`src/rtl/axi_llc_pkg.sv`:
```
// Shared definitions for the LLC flush sequencer: FSM state encoding,
// default register offsets and a small state-classification helper.
package axi_llc_pkg;

  typedef logic [2:0] state_t;

  localparam state_t ST_IDLE      = 3'd0;
  localparam state_t ST_WR_FLUSH  = 3'd1;
  localparam state_t ST_WR_COMMIT = 3'd2;
  localparam state_t ST_WAIT      = 3'd3;
  localparam state_t ST_RD_STATUS = 3'd4;
  localparam state_t ST_FINISH    = 3'd5;

  localparam logic [31:0] DefaultBaseAddr      = 32'h0000_0000;
  localparam logic [31:0] DefaultFlushOffset   = 32'h0000_0008;
  localparam logic [31:0] DefaultCommitOffset  = 32'h0000_0010;
  localparam logic [31:0] DefaultFlushedOffset = 32'h0000_0018;

  // True in the states that own an outstanding RegBus transfer.
  function automatic logic is_xfer_state(input state_t st);
    return (st == ST_WR_FLUSH) || (st == ST_WR_COMMIT) || (st == ST_RD_STATUS);
  endfunction

endpackage

```
`src/rtl/axi_llc_flush_seq.sv`:
```
// LLC flush sequencer: writes the way mask and commit over RegBus, then
// polls the flushed-status register until all requested ways report clean.
module axi_llc_flush_seq
  import axi_llc_pkg::*;
#(
  parameter int unsigned SetAssociativity = 32'd8,
  parameter logic [31:0] BaseAddr         = DefaultBaseAddr,
  parameter logic [31:0] FlushOffset      = DefaultFlushOffset,
  parameter logic [31:0] CommitOffset     = DefaultCommitOffset,
  parameter logic [31:0] FlushedOffset    = DefaultFlushedOffset,
  parameter int unsigned PollInterval     = 32'd16,
  parameter int unsigned MaxPolls         = 32'd1024
) (
  input  logic                        clk_i,
  input  logic                        rst_i,
  input  logic                        start_i,
  input  logic [SetAssociativity-1:0] ways_i,
  output logic                        busy_o,
  output logic                        done_o,
  output logic                        err_o,
  output logic [31:0]                 reg_addr_o,
  output logic                        reg_write_o,
  output logic [31:0]                 reg_wdata_o,
  output logic [3:0]                  reg_wstrb_o,
  output logic                        reg_valid_o,
  input  logic [31:0]                 reg_rdata_i,
  input  logic                        reg_error_i,
  input  logic                        reg_ready_i
);

  localparam int unsigned PollW = $clog2(MaxPolls + 32'd1);
  localparam int unsigned WaitW = $clog2(PollInterval + 32'd1);

  localparam logic [31:0]      FlushAddr  = BaseAddr + FlushOffset;
  localparam logic [31:0]      CommitAddr = BaseAddr + CommitOffset;
  localparam logic [31:0]      StatusAddr = BaseAddr + FlushedOffset;
  localparam logic [PollW-1:0] PollLimit  = PollW'(MaxPolls);
  localparam logic [WaitW-1:0] WaitLoad   = WaitW'(PollInterval);

  state_t           state_q, state_d;
  logic [31:0]      mask_q, mask_d;
  logic [PollW-1:0] poll_q, poll_d;
  logic [WaitW-1:0] wait_q, wait_d;
  logic             err_q, err_d;
  logic [PollW-1:0] poll_inc_s;
  logic             xfer_done_s;
  logic             status_ok_s;

  assign xfer_done_s = is_xfer_state(state_q) & reg_ready_i;
  assign status_ok_s = (reg_rdata_i & mask_q) == mask_q;
  assign poll_inc_s  = poll_q + PollW'(1'b1);

  assign busy_o = (state_q != ST_IDLE);
  assign done_o = (state_q == ST_FINISH);
  assign err_o  = err_q;

  // Request fields are a pure function of state and mask; all zero when not valid.
  always_comb begin
    reg_valid_o = 1'b0;
    reg_write_o = 1'b0;
    reg_addr_o  = 32'h0000_0000;
    reg_wdata_o = 32'h0000_0000;
    reg_wstrb_o = 4'h0;
    case (state_q)
      ST_WR_FLUSH: begin
        reg_valid_o = 1'b1;
        reg_write_o = 1'b1;
        reg_addr_o  = FlushAddr;
        reg_wdata_o = mask_q;
        reg_wstrb_o = 4'hF;
      end
      ST_WR_COMMIT: begin
        reg_valid_o = 1'b1;
        reg_write_o = 1'b1;
        reg_addr_o  = CommitAddr;
        reg_wdata_o = 32'h0000_0001;
        reg_wstrb_o = 4'hF;
      end
      ST_RD_STATUS: begin
        reg_valid_o = 1'b1;
        reg_addr_o  = StatusAddr;
      end
      default: begin
        reg_valid_o = 1'b0;
      end
    endcase
  end

  // Sequencer next-state logic; a bus error at any completion aborts to FINISH.
  always_comb begin
    state_d = state_q;
    mask_d  = mask_q;
    poll_d  = poll_q;
    wait_d  = wait_q;
    err_d   = err_q;
    case (state_q)
      ST_IDLE: begin
        if (start_i) begin
          mask_d = 32'(ways_i);
          err_d  = 1'b0;
          if (ways_i == {SetAssociativity{1'b0}}) begin
            state_d = ST_FINISH;
          end else begin
            state_d = ST_WR_FLUSH;
          end
        end else begin
          state_d = ST_IDLE;
        end
      end
      ST_WR_FLUSH: begin
        if (xfer_done_s) begin
          if (reg_error_i) begin
            err_d   = 1'b1;
            state_d = ST_FINISH;
          end else begin
            state_d = ST_WR_COMMIT;
          end
        end else begin
          state_d = ST_WR_FLUSH;
        end
      end
      ST_WR_COMMIT: begin
        if (xfer_done_s) begin
          if (reg_error_i) begin
            err_d   = 1'b1;
            state_d = ST_FINISH;
          end else begin
            poll_d  = {PollW{1'b0}};
            wait_d  = WaitLoad;
            state_d = ST_WAIT;
          end
        end else begin
          state_d = ST_WR_COMMIT;
        end
      end
      ST_WAIT: begin
        if (wait_q <= WaitW'(1'b1)) begin
          wait_d  = {WaitW{1'b0}};
          state_d = ST_RD_STATUS;
        end else begin
          wait_d  = wait_q - WaitW'(1'b1);
        end
      end
      ST_RD_STATUS: begin
        if (xfer_done_s) begin
          if (reg_error_i) begin
            err_d   = 1'b1;
            state_d = ST_FINISH;
          end else if (status_ok_s) begin
            state_d = ST_FINISH;
          end else if (poll_inc_s < PollLimit) begin
            poll_d  = poll_inc_s;
            wait_d  = WaitLoad;
            state_d = ST_WAIT;
          end else begin
            poll_d  = poll_inc_s;
            err_d   = 1'b1;
            state_d = ST_FINISH;
          end
        end else begin
          state_d = ST_RD_STATUS;
        end
      end
      ST_FINISH: begin
        state_d = ST_IDLE;
      end
      default: begin
        state_d = ST_IDLE;
      end
    endcase
  end

  // State registers; reset abandons any outstanding transfer at once.
  always_ff @(posedge clk_i or posedge rst_i) begin
    if (rst_i) begin
      state_q <= ST_IDLE;
      mask_q  <= 32'h0000_0000;
      poll_q  <= {PollW{1'b0}};
      wait_q  <= {WaitW{1'b0}};
      err_q   <= 1'b0;
    end else begin
      state_q <= state_d;
      mask_q  <= mask_d;
      poll_q  <= poll_d;
      wait_q  <= wait_d;
      err_q   <= err_d;
    end
  end

endmodule

```
`config.mk`:
```
export PLATFORM = sky130hd
export DESIGN_NAME = axi_llc_flush_seq
export DESIGN_NICKNAME = d
export VERILOG_FILES = /design/src/rtl/axi_llc_pkg.sv /design/src/rtl/axi_llc_flush_seq.sv
export SDC_FILE = /design/constraint.sdc
export NUM_CORES = 1
export LEC_CHECK = 0
export ABC_AREA = 1
export CAP_MARGIN = 25
export CORE_AREA = 8 8 78 87
export DETAILED_ROUTE_END_ITERATION = 16
export DIE_AREA = 0 0 86 95
export PLACE_DENSITY = 0.92
export SYNTH_ARGS = -nofsm -noshare
export SYNTH_HDL_FRONTEND = slang
export SYNTH_SLANG_ARGS = --single-unit
```
`constraint.sdc`:
```
create_clock -name clk_i -period 2 [get_ports clk_i]
set_input_delay 0.2 -clock clk_i [delete_from_list [all_inputs] [get_ports clk_i]]
set_output_delay 0.2 -clock clk_i [all_outputs]
set_load 0.02 [all_outputs]
```
==> results of run 1 <==
area by class of cell:
class	instances	area (sq um)	share of cell area
Inverter	33	126.4	0.04830
Tap cell	75	93.84	0.03587
Timing Repair Buffer	46	444.2	0.1698
Clock buffer	4	55.05	0.02104
Multi-Input combinational cell	245	1196	0.4572
Sequential cell	28	700.7	0.2678
registers in the layout, indices dropped and copies added, names as in the netlist:
register and count:
mask_q 8, poll_q 11, err_o 1, state_q 3, wait_q 5
routing by layer:
metal / wire (um) / share of wire / up-vias / global-route usage
met5: 0 / 0 / - / 0
met2: 2641 / 0.50 / 83 / 0.2293
met3: 493 / 0.094 / 7 / 0.03215
met1: 2042 / 0.39 / 872 / 0.1415
met4: 79 / 0.015 / 0 / 0.04678
li1: - / - / 956 / -
metrics by stage:
stage / utilization / worst slack (ps) / area (sq um)
2_1_floorplan: - / 434.1 / 2485
3_3_place_gp: 0.4839 / 101.5 / 2560
3_5_place_dp: 0.4839 / 1.137 / 2560
4_1_cts: 0.4917 / 8.678 / 2601
5_1_grt: 0.4946 / 40.64 / 2616
6_report: 0.4946 / 140.1 / 2616
synth_stat cells (all sizes together):
cell type  instances  area (sq um)
nand2             77         329.1
buf               62         474.2
nor2              41         171.4
inv               33         126.4
dfrtp             28         700.7
nand3             19         112.6
o21ai             17         107.6
a21oi             11         62.56
xor2               6         52.55
nor3               4         20.02
ha                 3         37.54
nand4              3         18.77
or2                3         18.77
a31oi              2         12.51
o211ai             2         15.01
conb               1         3.750
nand3b             1         7.510
nor4               1         6.260
o2111ai            1         8.760
power breakdown:
| group | internal [uW] | leakage (uW) | switching, uW |
|---|---|---|---|
| registers | 741 | 0.000352 | 140 |
| clock network | 177 | 0.0000288 | 180 |
| logic | 739 | 0.00106 | 1360 |
path summary, 6_finish.rpt:
kind                             endpoint  depth (start not counted)
max                        reg_wdata_o[2]                          5
min                             wait_q[0]                          3
max reg2reg                     wait_q[1]                          9
min reg2reg                         err_o                          2
max in group asynchronous       wait_q[1]                          3
min in group clk_i                  err_o                          2
critical path: stages, from the launching register on:
cell and delay [ps]:
sky130_fd_sc_hd__dfrtp_1 410, sky130_fd_sc_hd__inv_1 160, sky130_fd_sc_hd__nand3_4 150, sky130_fd_sc_hd__buf_4 200, sky130_fd_sc_hd__nor2_1 90, sky130_fd_sc_hd__dlygate4sd2_1 370
cell families after synthesis:
group | count (synthesis) | synth area share
compound gates | 33 | 0.09031
flops | 28 | 0.3065
xor+xnor | 6 | 0.02299
fa+ha+maj | 3 | 0.01642
other cells | 1 | 0.001640
buf+inv | 95 | 0.2627
simple gates | 149 | 0.2994
what timing repair did:
| action | in CTS | in global routing |
|---|---|---|
| cloned | 0 | 0 |
| endpoints found under the setup margin | 16 | 5 |
| resized for setup | 16 | 4 |
| setup buffers | 0 | 0 |
| endpoints found under the hold margin | 0 | 0 |
| hold buffers | 0 | 0 |
==> flow_metrics.env, run 1 <==
export IMPL_status="finished clean"
export IMPL_tns_ps=0
export IMPL_ir_drop_v=0.0005004
export IMPL_cp_max_fo=8
export IMPL_clk_transition_reported_paths_ps=90
export IMPL_fp_dieArea_sq_um=8170
export IMPL_tritoncts="yes"
export IMPL_rsz0062_at_grt="false"
export IMPL_h_tree_depth=1
export IMPL_numCtsBuffers=3
export IMPL_critPathCaptureType="primary output"
export IMPL_grt_antenna_before_repair=0
export IMPL_grt_start_max_net_pins=29
export IMPL_worst_r2r_setup_slack_ps=290
export IMPL_gp_congestion=0.8573
export IMPL_drv_slew=0
export IMPL_drc=0
export IMPL_clock_sinks=28
export IMPL_global_route_wire_length_before_repair_um=8618
export IMPL_drt_total_wl_um=5256
export IMPL_drt_initial_drc_count=147
export IMPL_dieWidth_um=86
export IMPL_routed_length_per_instance_um=12.19
export IMPL_critical_path_class="register to primary output"
export IMPL_synthesis_area_sq_um=2286
export IMPL_worstSkewPairLatency_ps=280
export IMPL_number_of_filler_instances_in_the_final_layout=486
export IMPL_cp_start_kind="register"
export IMPL_dr_pass1_iters=4
export IMPL_worst_clock_skew_ps=1.902
export IMPL_dr_total_vias=1918
export IMPL_most_common_layout_cells="67 x sky130_fd_sc_hd__nand2_1, 54 x sky130_fd_sc_hd__conb_1, 36 x sky130_fd_sc_hd__nor2_1"
export IMPL_syn_instance_count=315
export IMPL_worstReg2RegStart="state_q[1]"
export IMPL_floorplan_die_height_um=95
export IMPL_final_nets=405
export IMPL_top_level_ports=118
export IMPL_finalCritPeriodShare=0.9300
export IMPL_fmax_mhz=537.7
export IMPL_vias_per_cell=4.450
export IMPL_synth_yosys_seq_area_share=0.3065
export IMPL_floorplan_initialDensity=0.4321
export IMPL_ys_seq_elements=28
export IMPL_gr_total_overflow=0
export IMPL_power_density_nw_per_um2=1274
export IMPL_number_of_global_route_vias_before_repair=1915
export IMPL_core_region_area_sq_um=5290
export IMPL_hold_class="input pin to async pin"
export IMPL_synth_warnings=0
export IMPL_std_cell_rows=28
export IMPL_layout_cells_most_common="sky130_fd_sc_hd__nand2_1"
export IMPL_insertedDiodeCount=0
export IMPL_leakage_power_uw=0.001439
export IMPL_crit_path_time_final_ps=1860
export IMPL_cts_root_to_sink_buffers=2
export IMPL_data_arrival_time_at_the_worst_slack_endpoint_ps=1660
export IMPL_final_layout_size_suffix_gt1_frac=0.1180
export IMPL_final_antenna_net_count=0
export IMPL_post_place_cells=427
export IMPL_final_hold_viol_count=0
export IMPL_synth_area_per_cell_sq_um=7.257
export IMPL_dp_hpwl_um=4207
export IMPL_totalPowerFinal_uw=3333
export IMPL_synth_distinct_cells=33
export IMPL_max_cap_violations=0
export IMPL_final_hold_worst_slack_ps=264.7
export IMPL_setup_violations_final=0
export IMPL_ctsRootBufferMaster="sky130_fd_sc_hd__clkbuf_8"
export IMPL_port_buffers=39
export IMPL_global_route_usage_total=0.1275
export IMPL_critical_path_required_ps=1800
export IMPL_fin_cells=431
export IMPL_critPathLaunch="state_q[1]"
export IMPL_area_delta_synth_final_pct=14.45
No activity file was read; power rests on OpenSTA's default activity.
==> inputs of run 2 (changes only) <==
--- a/config.mk
+++ b/config.mk
@@ -8,6 +8,7 @@
 export ABC_AREA = 1
 export CAP_MARGIN = 25
 export CORE_AREA = 8 8 78 87
+export CTS_CLUSTER_DIAMETER = 200
 export DETAILED_ROUTE_END_ITERATION = 16
 export DIE_AREA = 0 0 86 95
 export PLACE_DENSITY = 0.92
==> results of run 2 <==
The final DEF is identical to that of run 1; final timing and power are the same.
==> inputs of run 3 (changes only) <==
--- a/config.mk
+++ b/config.mk
@@ -12,6 +12,7 @@
 export DETAILED_ROUTE_END_ITERATION = 16
 export DIE_AREA = 0 0 86 95
 export PLACE_DENSITY = 0.92
+export REMOVE_ABC_BUFFERS = 1
 export SYNTH_ARGS = -nofsm -noshare
 export SYNTH_HDL_FRONTEND = slang
 export SYNTH_SLANG_ARGS = --single-unit
==> run 3 against run 2 <==
Effect of this change:
- first-iteration DRC count fell by 10%
- routed wire length grew 0.29%
- non-clock buffer count down 1
- maximum frequency fell by 0.82%
- worst setup slack lost 15 ps
- critical path type unchanged
- largest cell class unchanged
- highest routed layer unchanged
==> flow_metrics.env, run 3 (synthesized netlist as in run 1, its figures left out) <==
export IMPL_final_antenna_net_count=0
export IMPL_port_buffers=39
export IMPL_dr_total_vias=1935
export IMPL_leakage_power_uw=0.001407
export IMPL_critical_path_required_ps=1800
export IMPL_dp_hpwl_um=4218
export IMPL_detailed_place_area_sq_um=2552
export IMPL_final_layout_size_suffix_gt1_frac=0.1127
export IMPL_drt_total_wl_um=5271
export IMPL_worst_r2r_setup_slack_ps=320
export IMPL_std_cell_rows=28
export IMPL_ff2ff_path_depth=9
export IMPL_critPathCaptureType="primary output"
export IMPL_largest_register_ffs=11
export IMPL_cpMaxStageDelayCell="sky130_fd_sc_hd__dfrtp_1"
export IMPL_drv_slew=0
export IMPL_grt_start_max_net_pins=29
export IMPL_finalInstanceArea_sq_um=2608
export IMPL_global_route_wire_length_before_repair_um=8542
export IMPL_h_tree_depth=1
export IMPL_crit_buf_inv=3
export IMPL_dr_pass1_iters=5
export IMPL_final_hold_viol_count=0
export IMPL_floorplan_initialDensity=0.4321
export IMPL_crit_path_time_final_ps=1875
export IMPL_dieWidth_um=86
export IMPL_global_route_usage_total=0.1264
export IMPL_setup_violations_final=0
export IMPL_top_level_ports=118
export IMPL_power_density_nw_per_um2=1297
export IMPL_gp_congestion=0.8655
export IMPL_data_arrival_time_at_the_worst_slack_endpoint_ps=1680
export IMPL_worst_path_dominant_cell_family="buffers and inverters"
export IMPL_vias_per_cell=4.500
export IMPL_most_common_layout_cells="67 x sky130_fd_sc_hd__nand2_1, 54 x sky130_fd_sc_hd__conb_1, 36 x sky130_fd_sc_hd__nor2_1"
export IMPL_area_delta_synth_final_pct=14.07
export IMPL_clk_transition_reported_paths_ps=100
export IMPL_worstReg2RegStart="state_q[1]"
export IMPL_worst_r2r_endpoint="wait_q[1]"
export IMPL_crit_path_cell_chain="inv_2 -> nand3_1 -> buf_4 -> nor2_1 -> clkdlybuf4s15_1"
export IMPL_hold_class="input pin to async pin"
export IMPL_layout_cells_most_common="sky130_fd_sc_hd__nand2_1"
export IMPL_clock_sinks=28
export IMPL_worstSkewPairLatency_ps=280
export IMPL_critical_path_class="register to primary output"
export IMPL_drc=0
export IMPL_tns_ps=0
export IMPL_insertedDiodeCount=0
export IMPL_top_register="poll_q"
export IMPL_core_region_area_sq_um=5290
export IMPL_number_of_global_route_vias_before_repair=1913
export IMPL_cp_max_fo=10
export IMPL_grt_antenna_before_repair=0
export IMPL_max_cap_violations=0
export IMPL_status="finished clean"
export IMPL_finalCritPeriodShare=0.9377
export IMPL_cts_root_to_sink_buffers=2
export IMPL_worst_clock_skew_ps=6.414
export IMPL_numCtsBuffers=3
export IMPL_fmax_mhz=533.2
export IMPL_fp_dieArea_sq_um=8170
export IMPL_final_nets=404
export IMPL_drt_initial_drc_count=132
export IMPL_tritoncts="yes"
export IMPL_ir_drop_v=0.0004996
export IMPL_floorplan_die_height_um=95
export IMPL_rsz0062_at_grt="false"
export IMPL_routed_length_per_instance_um=12.26
export IMPL_largestRegisters="poll_q: 11 flops, mask_q: 8 flops, wait_q: 5 flops"
export IMPL_cp_start_kind="register"
export IMPL_critical_path_max_stage_delay_ps=400
export IMPL_gr_total_overflow=0
export IMPL_ctsRootBufferMaster="sky130_fd_sc_hd__clkbuf_8"
-- run 3: changes by cell type in the layout (fill, tap and decap cells not counted) --
| cell | before | now |
|---|---|---|
| sky130_fd_sc_hd__bufinv_16 | 0 | 1 |
| sky130_fd_sc_hd__clkbuf_8 | 4 | 3 |
| sky130_fd_sc_hd__clkdlybuf4s15_1 | 0 | 1 |
| sky130_fd_sc_hd__buf_4 | 6 | 5 |
| sky130_fd_sc_hd__nand3_1 | 16 | 17 |
| sky130_fd_sc_hd__dlymetal6s2s_1 | 3 | 1 |
| sky130_fd_sc_hd__nand3_4 | 2 | 1 |
| sky130_fd_sc_hd__clkdlybuf4s50_1 | 21 | 22 |
-- run 3: through the flow --
step | util | power [uW] | hold WS (ps) | cells | worst slack [ps]
finish | 0.4929 | 3383 | 285.2 | 430 | 124.7
global route | 0.4929 | 3664 | 337.2 | 430 | 2.882
CTS | 0.4922 | 3393 | 303.0 | 430 | 75.49
detailed placement | 0.4825 | 3097 | 470.5 | 426 | 151.5
global placement | 0.4825 | 3018 | 461.5 | 426 | 209.1
floorplan | - | 2221 | 265.4 | 306 | 157.5
-- run 3: worst reg2reg max path, stage by stage, from the launching register on --
cell,delay [ps]
sky130_fd_sc_hd__dfrtp_1,390
sky130_fd_sc_hd__buf_4,150
sky130_fd_sc_hd__nor2_1,130
sky130_fd_sc_hd__nand2_2,170
sky130_fd_sc_hd__buf_4,210
sky130_fd_sc_hd__inv_4,100
sky130_fd_sc_hd__nand3_1,160
sky130_fd_sc_hd__nand2_2,170
sky130_fd_sc_hd__nand2_1,60
sky130_fd_sc_hd__o21ai_1,70
-- run 3: routing by layer --
layer  global-route usage  up-vias  routed length [um]
li1                     -      959                   -
met1               0.1385      882                1998
met2               0.2216       87                2606
met3              0.03562        7                 573
met4              0.05848        0                  93
met5                    0        -                   0
-- run 3: layout make-up --
| cell class | count | area (sq um) |
|---|---|---|
| fill | 504 | 2683 |
| multi-input combinational | 245 | 1184 |
| sequential | 28 | 700.7 |
| timing repair buffer | 45 | 431.7 |
| inverter | 33 | 126.4 |
| tap | 75 | 93.84 |
| clock buffer | 3 | 41.29 |
| clock inverter | 1 | 30.03 |
-- run 3: worst max-delay path by stage --
stage / start / end / cells after the start
2_1_floorplan: state_q[2] / err_o / 9
3_3_place_gp: reg_rdata_i[6] / poll_q[0] / 12
3_5_place_dp: state_q[2] / reg_wdata_o[1] / 5
4_1_cts: state_q[0] / busy_o / 5
5_1_grt: state_q[1] / reg_wdata_o[1] / 5
6_report: state_q[2] / reg_wdata_o[1] / 5
-- run 3: what timing repair did --
action                                 4_1_cts  5_1_grt
endpoints found under the hold margin        0        0
setup endpoints to repair                   16        2
resized for setup                           16        2
hold buffers                                 0        0
buffers inserted                             0        0
-- run 3: power breakdown --
group	switching [uW]	internal (uW)
Clock	182	268
Sequential	134	740
Combinational	1340	718
Total	1660	1730
